### src/rtl/arbitro_pkg.sv
// Shared definitions for the priority arbiter: FSM state encoding, default
// priority-code width and the rotated-rank helper used for tie breaking.
package arbitro_pkg;

    typedef enum logic {
        IDLE  = 1'b0,
        GRANT = 1'b1
    } arb_state_t;

    localparam int PRIO_W_DEF = 3;

    // Distance of idx from start going upward with wrap at n; smaller wins a tie.
    function automatic int unsigned rot_rank(input int unsigned idx,
                                             input int unsigned start,
                                             input int unsigned n);
        return (idx >= start) ? (idx - start) : (idx + n - start);
    endfunction

endpackage

### src/rtl/comparador_prio.sv
// Two-input priority comparator, one node of the arbitration reduction tree.
// Higher code wins; equal codes go to the index closest at/after start_idx
// in round-robin order. The loser side is reported for min-seeking trees.
module comparador_prio
    import arbitro_pkg::*;
#(
    parameter int N_USERS = 4,
    parameter int PRIO_W  = PRIO_W_DEF,
    parameter int IDX_W   = 2
) (
    input  logic [PRIO_W-1:0] code_a,
    input  logic [IDX_W-1:0]  idx_a,
    input  logic              vld_a,
    input  logic [PRIO_W-1:0] code_b,
    input  logic [IDX_W-1:0]  idx_b,
    input  logic              vld_b,
    input  logic [IDX_W-1:0]  start_idx,
    output logic [PRIO_W-1:0] win_code,
    output logic [IDX_W-1:0]  win_idx,
    output logic              win_vld,
    output logic [PRIO_W-1:0] lose_code,
    output logic [IDX_W-1:0]  lose_idx,
    output logic              lose_vld
);

    logic a_wins;
    int unsigned rank_a;
    int unsigned rank_b;

    // Decide which operand wins and steer both sides accordingly.
    always_comb begin
        rank_a = rot_rank(32'(idx_a), 32'(start_idx), N_USERS);
        rank_b = rot_rank(32'(idx_b), 32'(start_idx), N_USERS);
        a_wins = vld_a && (!vld_b || (code_a > code_b) ||
                           ((code_a == code_b) && (rank_a < rank_b)));
        win_code  = a_wins ? code_a : code_b;
        win_idx   = a_wins ? idx_a  : idx_b;
        win_vld   = vld_a | vld_b;
        lose_code = a_wins ? code_b : code_a;
        lose_idx  = a_wins ? idx_b  : idx_a;
        lose_vld  = vld_a & vld_b;
    end

endmodule

### src/rtl/arbitro_prioridade.sv
// Priority arbiter with round-robin tie breaking and bounded tenure.
// Optional macro ARB_PREEMPT_EN: a strictly higher-priority eligible
// requester forces the current holder to release.
module arbitro_prioridade
    import arbitro_pkg::*;
#(
    parameter int N_USERS  = 4,
    parameter int PRIO_W   = PRIO_W_DEF,
    parameter int MAX_HOLD = 8
) (
    input  logic                        clk,
    input  logic                        rst,
    input  logic [N_USERS-1:0]          req,
    input  logic [N_USERS*PRIO_W-1:0]   user_prio,
    input  logic                        done,
    output logic [N_USERS-1:0]          grant,
    output logic [$clog2(N_USERS)-1:0]  grant_idx,
    output logic [PRIO_W-1:0]           lowest_prio,
    output logic                        busy
);

    localparam int IDX_W  = $clog2(N_USERS);
    localparam int P      = 1 << IDX_W;
    localparam int HOLD_W = $clog2(MAX_HOLD) + 1;
    localparam logic [HOLD_W-1:0] HOLD_LAST = HOLD_W'(MAX_HOLD - 1);
    localparam logic [IDX_W-1:0]  IDX_LAST  = IDX_W'(N_USERS - 1);

    arb_state_t        state;
    logic [IDX_W-1:0]  last_idx;
    logic [IDX_W-1:0]  start_idx;
    logic [HOLD_W-1:0] hold_cnt;
    logic [N_USERS-1:0] elig;
    logic              preempt;
    logic              release_now;

    // Max tree (winner selection), heap-indexed: node k has children 2k, 2k+1.
    logic [PRIO_W-1:0] mx_code [1:2*P-1];
    logic [IDX_W-1:0]  mx_idx  [1:2*P-1];
    logic              mx_vld  [1:2*P-1];
    logic [PRIO_W-1:0] mx_lose_code_unused [1:P-1];
    logic [IDX_W-1:0]  mx_lose_idx_unused  [1:P-1];
    logic              mx_lose_vld_unused  [1:P-1];

    // Min tree (lowest eligible code).
    logic [PRIO_W-1:0] mn_code [1:2*P-1];
    logic [IDX_W-1:0]  mn_idx  [1:2*P-1];
    logic              mn_vld  [1:2*P-1];
    logic [PRIO_W-1:0] mnw_code [1:P-1];
    logic [IDX_W-1:0]  mnw_idx  [1:P-1];
    logic              mnw_vld  [1:P-1];
    logic [PRIO_W-1:0] mnl_code [1:P-1];
    logic [IDX_W-1:0]  mnl_idx  [1:P-1];
    logic              mnl_vld  [1:P-1];

    // The index and validity at the min-tree root carry no information we need.
    logic unused_mn_root;
    assign unused_mn_root = ^{mn_idx[1], mn_vld[1]};

    // Round-robin search begins just after the previous winner.
    assign start_idx = (last_idx == IDX_LAST) ? '0 : last_idx + 1'b1;

    genvar g;
    generate
        for (g = 0; g < P; g++) begin : g_leaf
            if (g < N_USERS) begin : g_real
                assign elig[g]       = req[g] && (user_prio[g*PRIO_W +: PRIO_W] != '0);
                assign mx_code[P+g]  = user_prio[g*PRIO_W +: PRIO_W];
                assign mx_vld[P+g]   = elig[g];
            end else begin : g_pad
                assign mx_code[P+g]  = '0;
                assign mx_vld[P+g]   = 1'b0;
            end
            assign mx_idx[P+g]  = IDX_W'(g);
            assign mn_code[P+g] = mx_code[P+g];
            assign mn_idx[P+g]  = mx_idx[P+g];
            assign mn_vld[P+g]  = mx_vld[P+g];
        end

        for (g = 1; g < P; g++) begin : g_node
            comparador_prio #(
                .N_USERS (N_USERS),
                .PRIO_W  (PRIO_W),
                .IDX_W   (IDX_W)
            ) u_max (
                .code_a    (mx_code[2*g]),
                .idx_a     (mx_idx[2*g]),
                .vld_a     (mx_vld[2*g]),
                .code_b    (mx_code[2*g+1]),
                .idx_b     (mx_idx[2*g+1]),
                .vld_b     (mx_vld[2*g+1]),
                .start_idx (start_idx),
                .win_code  (mx_code[g]),
                .win_idx   (mx_idx[g]),
                .win_vld   (mx_vld[g]),
                .lose_code (mx_lose_code_unused[g]),
                .lose_idx  (mx_lose_idx_unused[g]),
                .lose_vld  (mx_lose_vld_unused[g])
            );

            comparador_prio #(
                .N_USERS (N_USERS),
                .PRIO_W  (PRIO_W),
                .IDX_W   (IDX_W)
            ) u_min (
                .code_a    (mn_code[2*g]),
                .idx_a     (mn_idx[2*g]),
                .vld_a     (mn_vld[2*g]),
                .code_b    (mn_code[2*g+1]),
                .idx_b     (mn_idx[2*g+1]),
                .vld_b     (mn_vld[2*g+1]),
                .start_idx (start_idx),
                .win_code  (mnw_code[g]),
                .win_idx   (mnw_idx[g]),
                .win_vld   (mnw_vld[g]),
                .lose_code (mnl_code[g]),
                .lose_idx  (mnl_idx[g]),
                .lose_vld  (mnl_vld[g])
            );

            // Loser is the smaller code when both sides are valid; otherwise the lone valid one.
            assign mn_code[g] = mnl_vld[g] ? mnl_code[g] : mnw_code[g];
            assign mn_idx[g]  = mnl_vld[g] ? mnl_idx[g]  : mnw_idx[g];
            assign mn_vld[g]  = mnw_vld[g];
        end
    endgenerate

`ifdef ARB_PREEMPT_EN
    logic [PRIO_W-1:0] holder_code;
    assign holder_code = user_prio[grant_idx*PRIO_W +: PRIO_W];
    // Any eligible code above the holder's can only belong to a non-holder.
    assign preempt = mx_vld[1] && (mx_code[1] > holder_code);
`else
    assign preempt = 1'b0;
`endif

    assign release_now = done || !req[grant_idx] || (hold_cnt == HOLD_LAST) || preempt;

    // Arbitration FSM with registered grant outputs.
    always_ff @(posedge clk) begin
        if (rst) begin
            state       <= IDLE;
            grant       <= '0;
            grant_idx   <= '0;
            lowest_prio <= '0;
            busy        <= 1'b0;
            hold_cnt    <= '0;
            last_idx    <= IDX_LAST;
        end else begin
            case (state)
                IDLE: begin
                    if (mx_vld[1]) begin
                        grant       <= N_USERS'(1) << mx_idx[1];
                        grant_idx   <= mx_idx[1];
                        lowest_prio <= mn_code[1];
                        last_idx    <= mx_idx[1];
                        hold_cnt    <= '0;
                        busy        <= 1'b1;
                        state       <= GRANT;
                    end else begin
                        grant <= '0;
                        busy  <= 1'b0;
                    end
                end
                GRANT: begin
                    if (release_now) begin
                        grant     <= '0;
                        grant_idx <= '0;
                        busy      <= 1'b0;
                        state     <= IDLE;
                    end else if (hold_cnt != HOLD_LAST) begin
                        hold_cnt <= hold_cnt + 1'b1;
                    end
                end
                default: state <= IDLE;
            endcase
        end
    end

endmodule

### config.mk
export PLATFORM = sky130hd
export DESIGN_NAME = arbitro_prioridade
export DESIGN_NICKNAME = d
export VERILOG_FILES = /design/src/rtl/arbitro_pkg.sv /design/src/rtl/comparador_prio.sv /design/src/rtl/arbitro_prioridade.sv
export SDC_FILE = /design/constraint.sdc
export NUM_CORES = 1
export LEC_CHECK = 0
export CORE_MARGIN = 2
export CORE_UTILIZATION = 63
export DETAILED_ROUTE_END_ITERATION = 10
export PLACE_DENSITY = 0.87
export SKIP_CTS_REPAIR_TIMING = 1
export SKIP_LAST_GASP = 1
export SYNTH_ARGS = -nofsm -noshare
export SYNTH_HDL_FRONTEND = slang
export SYNTH_HIERARCHICAL = 1
export SYNTH_SLANG_ARGS = --single-unit
### constraint.sdc
create_clock -name clk -period 8.27 [get_ports clk]
set_input_delay 2.481 -clock clk [delete_from_list [all_inputs] [get_ports clk]]
set_output_delay 2.481 -clock clk [all_outputs]
set_load 0.1 [all_outputs]
### Word level (Yosys, flattened, before mapping)

Index checks and enable logic that the tools add are counted.

* add/subtract/negate cells: 22
* magnitude comparators: 17
* equality and inequality tests: 11
* shift operators: 1
* mux-type cells: 42
* bitwise operators: 7
* reduce and logical (&&, ||, !) cells: 33

Operator list (count)
* 32-bit 2-to-1 mux: 8
* 32-bit < comparator: 4
* 32-bit by 2-bit subtractor with 32-bit output: 4
* 3-bit 2-to-1 mux: 9
* 4-bit 2-to-1 mux: 5
* 2-bit by 3-bit adder with 4-bit output, second input constant: 4
* 4-bit case mux with 2 select lines: 2
* 3-bit by 2-bit subtractor with 4-bit output, first input constant: 4
* 3-bit equality test: 4
* 3-bit greater-than comparator: 4
* 1-bit logical AND: 12
* 2-bit 2-to-1 mux: 6
* 3-bit nonzero test: 4
* 2-bit by 2-bit subtractor with 3-bit output: 4
* 1-bit logical OR: 10
* 2-bit greater-or-equal comparator: 4
* 1-bit 2-to-1 mux: 8
* 2-bit by 1-bit != test with 1-bit output, second input constant: 3
* 1-bit by 2-bit subtractor with 3-bit output, first input constant: 2
* 2-bit by 2-bit subtractor with 3-bit output, first input constant: 2
* 4-bit by 1-bit adder with 4-bit output, second input constant: 1
* 4-bit by 3-bit equality test with 1-bit output, second input constant: 1
* 1-bit by 2-bit greater-or-equal comparator with 1-bit output, first input constant: 2
* 2-bit greater-or-equal comparator, first input constant: 2
* 15 further kinds: 24

* register bits after elaboration: 17
* output and inout bits: 10
* word-level logic and storage cells: 140

### Longest topological paths before layout

* depth in word-level cells: 20
* gate-level depth with buffers: 25

### Cells and area by module

The synthesis kept the hierarchy.

Modules (own cells, without submodules)
* comparador_prio: instances 6, cells each 52, area an instance 459.2 um2, sequential area each 0.0 um2
* arbitro_prioridade: instances 1, cells each 97, area an instance 972.2 um2, sequential area each 340.3 um2

### Worst setup path after synthesis

No wires, ideal clock.

* path type: in2reg
* start point: input user_prio[11]
* end point: register lowest_prio[0]
* arrival: 6.287 ns
* data required time: 8.134 ns
* path slack: 1.847 ns
* stages: 18
* path buffers: 0
* path through: inv_1 ha_1 nand3_4 o41ai_4 mux2i_1 mux2_2 inv_1 ha_1 inv_1 fa_1 nand3b_1 ha_1 o31ai_1 a21oi_1 o41ai_4 mux2_2 mux2i_1 a211oi_1

RTL lines
* from (decl): line arbitro_prioridade.sv:14 `input logic [N_USERS*PRIO_W-1:0] user_prio,`
* to (signal assigned): line arbitro_prioridade.sv:154 `lowest_prio <= mn_code[1];`
* to (decl): line arbitro_prioridade.sv:18 `output logic [PRIO_W-1:0] lowest_prio,`

==> impl_metrics.json <==
{
  "status": "finished clean",
  "rr_worst_depth": 25,
  "clkSinkCount": 17,
  "area_growth_pct": 15.5,
  "syn-instance-count": 383,
  "grt_pass1_vias": 2831,
  "cts_buffers": 3,
  "drive_gt1_frac": 0.154,
  "crit_buf_inv": 4,
  "hp-class": "flip-flop to flip-flop",
  "rows": 26,
  "start_kind": "input pin",
  "fillCellCount": 383,
  "drv_cap": 0,
  "p_int_mw": 0.337,
  "layout_common_cells": "ha_1, inv_1, mux2_2",
  "start_util": 0.665,
  "grt_max_degree": 19,
  "fin_area_mm2": 0.00400,
  "p_leak_nw": 1.85,
  "clkTransAtPathRegs_ns": 0.06,
  "ant_nets": 0,
  "fin_crit_sh": 0.840,
  "first_iter_violations": 72,
  "maxSlewViolCount": 0,
  "setup_viol": 0,
  "cpPeakStageDelay_ns": 0.63,
  "tns_ns": 0,
  "powerDensity_mw_per_mm2": 170,
  "cts_root_buf": "clkbuf_8",
  "hold_viol_final": 0,
  "drt-vias-per-instance": 5.43,
  "dieArea_mm2": 0.00610,
  "crit_family": "compound AO/OA/AOI/OAI gates",
  "critPathRequiredTime_ns": 8.38,
  "crit_fanout": 10,
  "syn_avg_cell_area_um2": 9.04,
  "dr.pass1.iters": 7,
  "layout_commonest_cell": "ha_1",
  "clock_skew_ns": 0.00245,
  "cts_tree": "built",
  "cts_buffer_depth": 2,
  "rsz0062_at_grt": "false",
  "grt_usage": 0.229,
  "arrival_ns": 7.06,
  "core-area_mm2": 0.00520,
  "cts_max_level": 1,
  "worstSkewPairLatency_ns": 0.25,
  "worst_pin_slew_ns": 0.982,
  "route.detailed.drc": 0,
  "via_count": 2805,
  "numPortBuffers": 28,
  "seq_power_share": 0.148,
  "wl_per_cell_um": 12.6,
  "chipHeight_um": 78.1,
  "yosys_warnings": 6,
  "fmax_ghz": 0.144,
  "totalWireLength_um": 6490,
  "relSlewSlack": 0.343,
  "critPathKind": "input pin to flip-flop",
  "holdPathStages": 2,
  "grt_pass1_wl_um": 11800,
  "fin_crit_ns": 6.95,
  "die_w_um": 78.1,
  "placed_area_mm2": 0.00395,
  "p_sw_mw": 0.342,
  "ir_drop_uv": 211,
  "sw_frac_of_total": 0.503,
  "crit_slowest_cell": "o41ai_4",
  "combPwrFrac": 0.761,
  "path_cells": "clkdlybuf4s50_1, inv_1, ha_1, nand3_4, o41ai_4, mux2i_1, mux2_2, inv_1, ha_1, inv_1, fa_1, nand3b_1, ha_1, o31ai_1, a21oi_1, o41ai_4, mux2_2, mux2i_1, a211oi_1",
  "syn_area_mm2": 0.00346,
  "antenna_cells": 0,
  "dp_hpwl_um": 5620,
  "place.gp.congestion": 0.791,
  "critPathCaptureType": "flip-flop",
  "antenna_found_initial": 0,
  "critical_path_depth": 19,
  "finalNetCount": 547,
  "clock_power_share": 0.091,
  "pin_count": 29,
  "grt-ovfl-total": 0
}
[per-stage QoR]
stage                     utilization  hold WS [ns]  total power [mW]  setup slack, ns  cells
after CTS                       0.768         0.477             0.682             1.29    517
after floorplan                     -         0.442             0.514             2.05    417
final                           0.768         0.474             0.679             1.32    517
after global routing            0.768         0.495             0.751             1.00    517
after global placement          0.759         0.455             0.594             1.24    513
after detailed placement        0.759         0.462             0.618             1.03    513
[final timing paths]
check                                       to           from  slack (ns)
worst min register to register            busy           busy        0.47
worst max register to register  lowest_prio[1]    last_idx[0]        2.33
worst min-delay path                      busy           busy        0.47
worst max-delay path            lowest_prio[1]  user_prio[11]        1.32
[metal layers]
layer	routed length, um	vias to the layer above	GRT usage
li1	-	1434	-
met1	2940	1331	0.289
met2	3250	35	0.426
met3	267	5	0.0241
met4	36	0	0.0404
met5	0	-	0
[worst reg2reg max path: stages (launching register included)]
cell      delay [ns]
dfxtp_1         0.33
ha_1            0.19
nor2_1          0.35
buf_4           0.26
ha_1            0.16
inv_1           0.05
fa_1            0.38
nor2_1          0.12
ha_1            0.23
o31ai_1         0.19
a21oi_1         0.11
o41ai_4         0.57
mux2i_1         0.16
mux2_2          0.28
inv_1           0.06
ha_1            0.13
inv_1           0.04
fa_1            0.36
nand3b_1        0.20
ha_1            0.22
o31ai_1         0.25
a21oi_1         0.10
o41ai_4         0.40
mux2_2          0.40
mux2i_1         0.15
a211oi_1        0.09
[layout make-up]
type	count	area [um2]	area share
Tap cell	70	87.6	0.0219
Timing Repair Buffer	29	288	0.0720
Clock buffer	4	45.0	0.0113
Inverter	67	251	0.0629
Sequential cell	17	340	0.0852
Multi-Input combinational cell	330	2980	0.747
[state kept, by name (all words and copies together), names as in the netlist]
signal,cells
lowest_prio,3
state,1
hold_cnt,4
grant_idx,2
last_idx,2
busy,1
grant,4
[power by group through the flow]
stage,clock network (mW),logic [mW],registers [mW]
final,0.0615,0.517,0.101
after global routing,0.0667,0.583,0.102
after CTS,0.0637,0.518,0.100
after detailed placement,0,0.516,0.102
after global placement,0,0.493,0.102
after floorplan,0,0.359,0.156
Note: power is estimated with default switching activity, not from simulation.
